File: src/rtl/instruction_fetch_stage.sv
`default_nettype none
// ============================================================================
// Module   : instruction_fetch_stage
// Purpose  : MIPS fetch stage. Owns the PC and the IF/ID register, and handles
//            stall and redirect requests. Optional macro: FETCH_MISALIGN_TRAP_EN.
// Revision : 1.0 - initial release
// ============================================================================
module instruction_fetch_stage #(
   parameter int                    DATA_WIDTH = 32,
   parameter logic [DATA_WIDTH-1:0] RESET_PC   = 32'h0000_0000,
   parameter logic [DATA_WIDTH-1:0] NOP_WORD   = 32'h0000_0000
) (
   input  logic                  clk,
   input  logic                  reset,
   input  logic                  Stall,
   input  logic                  Redirect,
   input  logic [DATA_WIDTH-1:0] RedirectTarget,
   input  logic [DATA_WIDTH-1:0] Instruction,
   output logic [DATA_WIDTH-1:0] PCAddress,
   output logic [DATA_WIDTH-1:0] IFID_Instruction,
   output logic [DATA_WIDTH-1:0] IFID_PCPlus4,
   output logic                  IFID_Valid,
   output logic [31:0]           FetchCount,
   output logic                  MisalignedFetch
);

   localparam logic [DATA_WIDTH-1:0] c_align_mask = {{(DATA_WIDTH-2){1'b1}}, 2'b00};

   logic [DATA_WIDTH-1:0] r_pc;
   logic [DATA_WIDTH-1:0] r_ifid_instr;
   logic [DATA_WIDTH-1:0] r_ifid_pc4;
   logic                  r_ifid_valid;
   logic [31:0]           r_fetch_count;

   logic [DATA_WIDTH-1:0] w_pc_plus4;
   logic [DATA_WIDTH-1:0] w_target_aligned;

   assign w_pc_plus4       = r_pc + DATA_WIDTH'(4);
   assign w_target_aligned = RedirectTarget & c_align_mask;

   // Priority: reset, then redirect (flush), then stall (hold), then fetch.
   always_ff @(posedge clk) begin
      if (!reset) begin
         r_pc          <= RESET_PC;
         r_ifid_instr  <= NOP_WORD;
         r_ifid_pc4    <= '0;
         r_ifid_valid  <= 1'b0;
         r_fetch_count <= '0;
      end else if (Redirect) begin
         r_pc          <= w_target_aligned;
         r_ifid_instr  <= NOP_WORD;
         r_ifid_pc4    <= '0;
         r_ifid_valid  <= 1'b0;
      end else if (!Stall) begin
         r_pc          <= w_pc_plus4;
         r_ifid_instr  <= Instruction;
         r_ifid_pc4    <= w_pc_plus4;
         r_ifid_valid  <= 1'b1;
         r_fetch_count <= r_fetch_count + 32'd1;
      end
   end

`ifdef FETCH_MISALIGN_TRAP_EN
   logic r_misaligned;

   always_ff @(posedge clk) begin
      if (!reset) begin
         r_misaligned <= 1'b0;
      end else if (Redirect && (RedirectTarget[1:0] != 2'b00)) begin
         r_misaligned <= 1'b1;
      end
   end

   assign MisalignedFetch = r_misaligned;
`else
   assign MisalignedFetch = 1'b0;
`endif

   assign PCAddress        = r_pc;
   assign IFID_Instruction = r_ifid_instr;
   assign IFID_PCPlus4     = r_ifid_pc4;
   assign IFID_Valid       = r_ifid_valid;
   assign FetchCount       = r_fetch_count;

endmodule
`default_nettype wire

File: config.mk
export PLATFORM = sky130hd
export DESIGN_NAME = instruction_fetch_stage
export DESIGN_NICKNAME = d
export VERILOG_FILES = /design/src/rtl/instruction_fetch_stage.sv
export SDC_FILE = /design/constraint.sdc
export NUM_CORES = 1
export LEC_CHECK = 0
export CAP_MARGIN = 30
export CORE_ASPECT_RATIO = 0.75
export CORE_MARGIN = 4
export CORE_UTILIZATION = 30
export DETAILED_ROUTE_END_ITERATION = 12
export MAX_ROUTING_LAYER = met4
export SKIP_LAST_GASP = 1
export SYNTH_ARGS = -nofsm -noshare
export SYNTH_HDL_FRONTEND = slang
export SYNTH_SLANG_ARGS = --single-unit
File: constraint.sdc
create_clock -name clk -period 4.3 [get_ports clk]
set_input_delay 1.29 -clock clk [delete_from_list [all_inputs] [get_ports clk]]
set_output_delay 1.29 -clock clk [all_outputs]
set_load 0.02 [all_outputs]
; Word level (Yosys, flattened, before mapping)
; Index checks and enable logic that the tools add are counted.
[word_totals]
ff_bits = 129
input_bits = 68
out_inout_bits = 130
wordCells = 16
[op_classes]
add_sub_neg = 2
n_eq_ne = 1
mux = 2
bitwise = 3
n_reduce_logical = 2
[op_table]
columns = op, n
row1 = $mux 32, 2
row2 = $add 32x1->32 const B, 1
row3 = $add 32x3->32 const B, 1
row4 = $not 1->1, 3
row5 = $ne 2x1->1 const B, 1
row6 = $reduce_and 2->1, 1
row7 = $reduce_or 2->1, 1

; Longest topological paths before layout
; Gate-level depths: netlist (run 1).
[depth]
ltp_word = 3
mapped_depth = 7
mapped_depth_nobuf = 5

; Worst setup path after synthesis (run 1)
; No wires, ideal clock.
[synth_path]
path_kind = input port to flip-flop
startpoint = in Stall
endpoint = reg r_pc[28], in the netlist PCAddress[28]
setup_time_ps = 74
arrival_ps = 2775
required_time_ps = 4226
setup_slack_ps = 1451
stages = 5
path_buffers = 1
cell_sequence = nand4b_2 or4_1 buf_2 or4_1 a31oi_1
[synth_between]
elab_chain_cells = 1
[synth_rtl]
columns = item, line
row1 = start: declaration, 15  ; input logic Stall,
row2 = $ne 2x1->1 (no source line), n/a
row3 = end signal: assignment, 50  ; r_pc <= w_target_aligned;
row4 = end signal: assignment, 55  ; r_pc <= w_pc_plus4;
row5 = end: declaration, 29  ; logic [DATA_WIDTH-1:0] r_pc;
; No other way between the ends.
; A chain may end at the register's enable or synchronous reset.

; Final worst setup path (run 1)
[layout_path]
startpoint = reg r_pc[6], in the netlist PCAddress[6]
endpoint = out PCAddress[6]
[layout_lines]
columns = item, line
row1 = end: declaration, 19  ; output logic [DATA_WIDTH-1:0] PCAddress,
; No word-level cell between the ends.

==> results.md, run 1 <==
- Status: finished, final reports clean
- CTS resizes: 0
- Via density: 5.269
- Fin nets: approximately 940
- Kind of cell adding the most delay to the critical path: buffers and inverters
- DR pass1 iterations: 4
- Maximum vdd drop: about 0.00020 V
- Critical Path End Type: output port
- Clock transition at path regs: approximately 60 ps
- Tot GR Track Use: 0.1806
- Seq/Total Area, Yosys: 0.4182
- Leak: 2.916 nW
- Hold buffers post-CTS: 0
- Yosys reg bits: 125
- Drt drc: 0
- HP Class: flop to flop
- DR iter-0 viols: 462
- DP Worst Slack: between 900 and 1000 ps
- Global-route wire length before repair: approximately 31000 µm
- CP max FO: 11
- Worst-Skew Late Latency: 410 ps
- Cell Area, Synth: between 0.005 and 0.006 mm²
- Final worst-path cycle share: 0.7264
- Setup TNS: 0 ps
- Die width: approximately 170 µm
- Setup violators final: 0
- Final Hold Fails: 0
- # Max-Cap Violations: 0
- Synth Warn #: 0
- Critical path class: flop to output port
- Ys async rst share: 0
- Initial core utilization: 0.3070
- Netlist cell types: 51
- Mapped Avg Cell Area: roughly 8.5 µm²
- Clock Root Buffer: clkbuf_16
- Cts bufs inserted: 17
- Routed len/inst: 17.35 µm
- GP Congestion: around 0.8
- Largest net degree at the start of global routing: a little under 50
- Die ar.: approximately 0.022 mm²
- Pwr dens: around 350 mW/mm²
- Sw power: 0.0007516 W
- EDFF count, synth: 0
- Sequential Power Share: 0.413
- Share of cells above drive strength 1: 0.05353
- P&R area growth vs syn: 44.14%
- CTS H-Tree Depth: 4
- Buffers on Ports: 190
- Switch share: 0.2466
- Least-Margin Pin Slew: ~940 ps
- Via count: between 5000 and 6000
- Pint: between 0.002 and 0.0025 W
- Post-CTS setup buffer count: 0
- Slowest stage delay, CP: approximately 760 ps
- RSZ-0062 raised after global routing: false
- Top Ports: 198
- Max_slew headroom: 0.3689
- Max-slew violation count: 0
- Placed Area: a little over 0.008 mm²
- Startpoint types: flop
- CTS tree: built
- Largest buffer count on any clock path: 2
- Final WL: slightly below 20000 µm
- DIE HEIGHT: 130.3 µm
- DP Wirelength: roughly 14000 µm
- Core Region: approximately 0.019 mm²
- Fin Clk Skew: between 9 and 10 ps
- Clock network fraction of design power: 0.470
- Post-route cell area: roughly 0.0086 mm²
- Synth Instances: 701
- Std cell rows: between 40 and 50
- Overflow after GRT: 0
- Critical path's slowest cell: clkdlybuf4s50_1
- Antenna-violating nets left: 0
- CTS Sinks: 125
- Logic pwr share: 0.117
- Crit path required time: 3010 ps
- Cell Chain, Critical Path: clkdlybuf4s50_1
- Worst setup margin: about 1200 ps
- Max Clock Freq: between 300 and 400 MHz
- Antenna violations before repair: 1
- Tmin final: roughly 3100 ps
- Critical path arrival: approximately 1800 ps
- Vias in the first global route: 5667
- Prevailing post-synth register cell: dfxtp_1
- CP bufs+invs: 1
[power by group through the flow]
| stage | Combinational [W] | Clock (W) | Sequential (W) |
|---|---|---|---|
| after floorplan | 0.000143 | 0 | 0.00131 |
| after global placement | 0.000355 | 0 | 0.00128 |
| after detailed placement | 0.000359 | 0 | 0.00128 |
| after CTS | 0.000361 | 0.00147 | 0.00126 |
| after global routing | 0.000386 | 0.00152 | 0.00127 |
| final | 0.000356 | 0.00143 | 0.00126 |
[path summary, 6_finish.rpt]
kind / slack [ps] / to / start / cells past startpoint
max: 1180 / PCAddress[6] / PCAddress[6]$_SDFFE_PN0P_ / 1
min: 460 / IFID_Valid$_SDFFE_PP0N_ / IFID_Valid$_SDFFE_PP0N_ / 2
max reg2reg: 1690 / PCAddress[28]$_SDFFE_PN0P_ / PCAddress[3]$_SDFFE_PN0P_ / 5
min reg2reg: 460 / IFID_Valid$_SDFFE_PP0N_ / IFID_Valid$_SDFFE_PP0N_ / 2
[sequential cells by signal, summed over array words and instances, names as in the netlist]
register and cells:
IFID_PCPlus4 30, IFID_Valid 1, PCAddress 30, IFID_Instruction 32, FetchCount 32
[worst register-to-register path: cells and delay by family, from the launching register on]
| family | cells | cell delay (ps) |
|---|---|---|
| simple gates | 3 | 1510 |
| flops | 1 | 500 |
| fa+ha+maj | 1 | 360 |
| compound gates | 1 | 160 |
[per-stage QoR]
| stage | utilization | cells | hold WS, ps | power [W] |
|---|---|---|---|---|
| 6_report | 0.4425 | 1132 | 456.7 | 0.003048 |
| 5_1_grt | 0.4425 | 1132 | 485.4 | 0.003177 |
| 4_1_cts | 0.4424 | 1131 | 457.7 | 0.003094 |
| 3_5_place_dp | 0.4131 | 1101 | 443.8 | 0.001642 |
| 3_3_place_gp | 0.4117 | 1100 | 432.0 | 0.001637 |
| 2_1_floorplan | - | 705 | 522.2 | 0.001452 |
[Yosys cell counts (8+ instances only)]
cell | n | area, µm²
a21oi_1 | 43 | 215.2
xor2_1 | 8 | 70.07
clkbuf_1 | 37 | 138.9
o21ai_0 | 60 | 300.3
and4_1 | 10 | 87.58
xnor2_1 | 18 | 157.7
nand3_1 | 20 | 100.1
nor2_1 | 68 | 255.2
nor4_1 | 14 | 87.58
inv_1 | 11 | 41.29
or3_1 | 26 | 162.7
dfxtp_1 | 125 | 2502
nand2_1 | 33 | 123.9
buf_4 | 8 | 60.06
o31ai_1 | 25 | 187.7
or4_1 | 31 | 232.7
mux2i_1 | 39 | 390.4
nand4_1 | 27 | 168.9
nor3_1 | 8 | 40.04
a31oi_1 | 21 | 131.4
[layout make-up]
cell class	instances	area, µm²
Tap cell	253	316.6
Timing Repair Buffer	202	2009
Clock inverter	8	117.6
Clock buffer	22	454.2
Sequential cell	125	2502
Inverter	11	41.29
Fill cell	1990	10860
Multi-Input combinational cell	510	3181
Antenna cell	1	2.502
[cell usage in the layout, fill, tap and decap left out, types with 3 or more instances in the layout]
master and count:
a211oi_1 4, a21o_1 3, a21oi_1 43, a311oi_1 6, a31oi_1 21, and3_1 4
and4_1 10, buf_4 12, bufinv_16 3, clkbuf_1 4, clkbuf_16 17, clkdlybuf4s50_1 189
clkinv_2 4, conb_1 5, dfxtp_1 125, inv_1 11, mux2i_1 39, nand2_1 33
nand2b_1 6, nand3_1 20, nand4_1 27, nor2_1 68, nor3_1 8, nor4_1 14
o21ai_0 60, o31a_1 3, o31ai_1 25, or3_1 26, or4_1 31, xnor2_1 18
xor2_1 8
[metal layers]
metal,vias up,share of wire,wire [µm],global-route usage
met5,-,0,0,-
met3,10,0.096,1891,0.07359
met1,2798,0.48,9410,0.2404
li1,2944,-,-,-
met2,213,0.42,8203,0.2546
met4,0,0.0067,131,0.04611
[cells by family (layout without fill, tap and decap cells)]
group / Yosys count / in the layout / share of synthesized area
xor gates and xnor gates: 26 / 26 / 0.03806
and+or+nand+nor: 263 / 263 / 0.2440
AOI/OAI and AO/OA: 175 / 175 / 0.1765
other: 1 / 6 / 0.0006268
adders and majority gates: 2 / 2 / 0.004182
buffers and inverters: 70 / 243 / 0.05312
DFF: 125 / 125 / 0.4182
muxes: 39 / 39 / 0.06524
(Power assumes the default switching activity.)
==> inputs of run 2 (changes only) <==
==> constraint.sdc (replaced) <==
create_clock -name clk -period 2.73 [get_ports clk]
set_input_delay 0.819 -clock clk [delete_from_list [all_inputs] [get_ports clk]]
set_output_delay 0.819 -clock clk [all_outputs]
set_load 0.02 [all_outputs]
==> run 2 against run 1 <==
Register-to-register slack lost 1200 ps. Final cell count rose by 2.1%. Die area unchanged. Design area is 2.4% higher. Flip-flop and latch count stayed put.
==> results.md, run 2 (synthesis results as in run 1) <==
- Least-Margin Pin Slew: a little over 500 ps
- GRT Max-Usage Layer: met2
- Met3 usage: 0.07056
- Fin Clk Skew: around 14 ps
- Critical path's slowest cell: clkdlybuf4s50_1
- Cell Chain, Critical Path: buf_4, clkdlybuf4s50_1
- Cts bufs inserted: 17
- Share of cells above drive strength 1: 0.08213
- DR iter-0 viols: 452
- Core Region: roughly 0.019 mm²
- CP max FO: 8
- DP Wirelength: between 10000 and 15000 µm
- R2R depth: 4
- Largest net degree at the start of global routing: 44
- R2R Path Start: PCAddress[8]$_SDFFE_PN0P_
- CTS resizes: 0
- Via density: between 5 and 6
- HP Class: flop to flop
- Max Clock Freq: about 390 MHz
- Max_slew headroom: 0.6529
- Global-route wire length before repair: about 31000 µm
- DP Worst Slack: slightly above 40 ps
- Hold wc startpoint: IFID_Valid$_SDFFE_PP0N_
- Tot GR Track Use: 0.1841
- Fill cell count: between 1500 and 2000
- Final Hold Fails: 0
- Critical Path End Type: output port
- Slowest stage delay, CP: between 600 and 700 ps
- Clock transition at path regs: approximately 60 ps
- Commonest non-fill, non-tap cells in the layout: clkdlybuf4s50_1 (189), dfxtp_1 (125), nor2_1 (68)
- Die ar.: approximately 0.022 mm²
- DIE HEIGHT: 130.3 µm
- Routed len/inst: approximately 17 µm
- Worst-Skew Late Latency: 420 ps
- GP Congestion: 0.8133
- CTS H-Tree Depth: 4
- CTS tree: built
- Final worst-path cycle share: 0.9294
- FF-to-FF setup slack: 460 ps
- Reg2Reg Capture Point: PCAddress[24]$_SDFFE_PN0P_
- RSZ-0062 raised after global routing: false
- Multi-input gate area: between 0.003 and 0.004 mm²
- Tmin final: 2537 ps
- Buffers on Ports: 190
- Antenna-violating nets left: 0
- Max-slew violation count: 0
- Startpoint types: flop
- Std cell rows: 44
- Hold buffers post-CTS: 0
- Die width: around 170 µm
- Grt met1 use: 0.2474
- CTS Sinks: approximately 130
- Final WL: roughly 20000 µm
- Antenna violations before repair: 2
- Overflow after GRT: 0
- Met2 Use GR: 0.2615
- Fin nets: 959
- Drt drc: 0
- Status: finished, final reports clean
- Largest buffer count on any clock path: 2
- Crit path required time: ~1900 ps
- Most common cell after layout, fill and taps aside: clkdlybuf4s50_1
- DR pass1 iterations: 5
- Via count: roughly 6000
- Post-CTS setup buffer count: 0
- Pwr dens: ~560 mW/mm²
- # Max-Cap Violations: 0
- Maximum vdd drop: roughly 0.00032 V
- Critical path class: flop to output port
- Setup violators final: 0
- Top Ports: slightly below 200
- Worst Hold Path EP: IFID_Valid$_SDFFE_PP0N_
- Worst setup margin: 192.7 ps
- Clock Root Buffer: clkbuf_16
- Leak: 3.031 nW
- P&R area growth vs syn: 47.60%
- Vias in the first global route: between 5000 and 6000
- Setup TNS: 0 ps
- WHS Path Cells: 2
- Critical path arrival: 1720 ps
- Initial core utilization: 0.3070
- FF/Latch Area: approximately 0.0025 mm²
==> run 2: cell count changes in the layout (fill, tap and decap cells not counted) <==
cell	before	now
clkbuf_1	4	0
clkinv_2	4	2
clkinv_4	0	3
buf_4	12	33
diode_2	1	2
buf_12	0	2
buf_16	1	0
inv_6	0	2
clkinvlp_4	1	3
==> run 2: cell type report <==
| type | instances | share of cell area |
|---|---|---|
| inverters | 11 | 0.004676 |
| clock inverters | 13 | 0.01884 |
| diodes | 2 | 0.0005667 |
| well taps | 253 | 0.03585 |
| clock buffers | 18 | 0.04973 |
| multi-input cells | 510 | 0.3602 |
| repair buffers | 224 | 0.2468 |
| flip-flops and latches | 125 | 0.2834 |
==> run 2: worst max-delay path by stage <==
stage                               from                          end  slack [ps]
2_1_floorplan                      Stall   PCAddress[28]$_SDFFE_PN0P_         350
3_3_place_gp                    Redirect  FetchCount[11]$_SDFFE_PN0P_         100
3_5_place_dp                    Redirect  FetchCount[11]$_SDFFE_PN0P_          40
4_1_cts        PCAddress[5]$_SDFFE_PN0P_                 PCAddress[5]         160
5_1_grt        PCAddress[4]$_SDFFE_PN0P_                 PCAddress[4]         120
6_report       PCAddress[5]$_SDFFE_PN0P_                 PCAddress[5]         190
==> run 2: worst max-delay path: cells and delay by family (launching register included) <==
kind | cells | cell delay [ps]
flip-flops | 1 | 480
buffers and inverters | 2 | 820
==> run 2: routing by layer <==
layer	wire length [µm]	part of all wire
met2	8312	0.42
met4	125	0.0063
met5	0	0
met3	1692	0.085
met1	9735	0.49
==> run 2: report_power, final <==
| group | internal (W) | switching [W] |
|---|---|---|
| Clock | 0.00146 | 0.000896 |
| Combinational | 0.000295 | 0.000296 |
| Sequential | 0.00189 | 0.0000800 |
==> run 2: metrics by stage <==
| step | area, µm² | instances | util | hold WS, ps | total power [W] |
|---|---|---|---|---|---|
| 2_1_floorplan | 5998 | 705 | - | 522.2 | 0.002287 |
| 3_3_place_gp | 8220 | 1123 | 0.4218 | 431.7 | 0.002600 |
| 3_5_place_dp | 8220 | 1123 | 0.4218 | 445.4 | 0.002603 |
| 4_1_cts | 8826 | 1154 | 0.4529 | 459.7 | 0.004973 |
| 5_1_grt | 8831 | 1156 | 0.4531 | 487.8 | 0.005129 |
| 6_report | 8831 | 1156 | 0.4531 | 453.9 | 0.004917 |
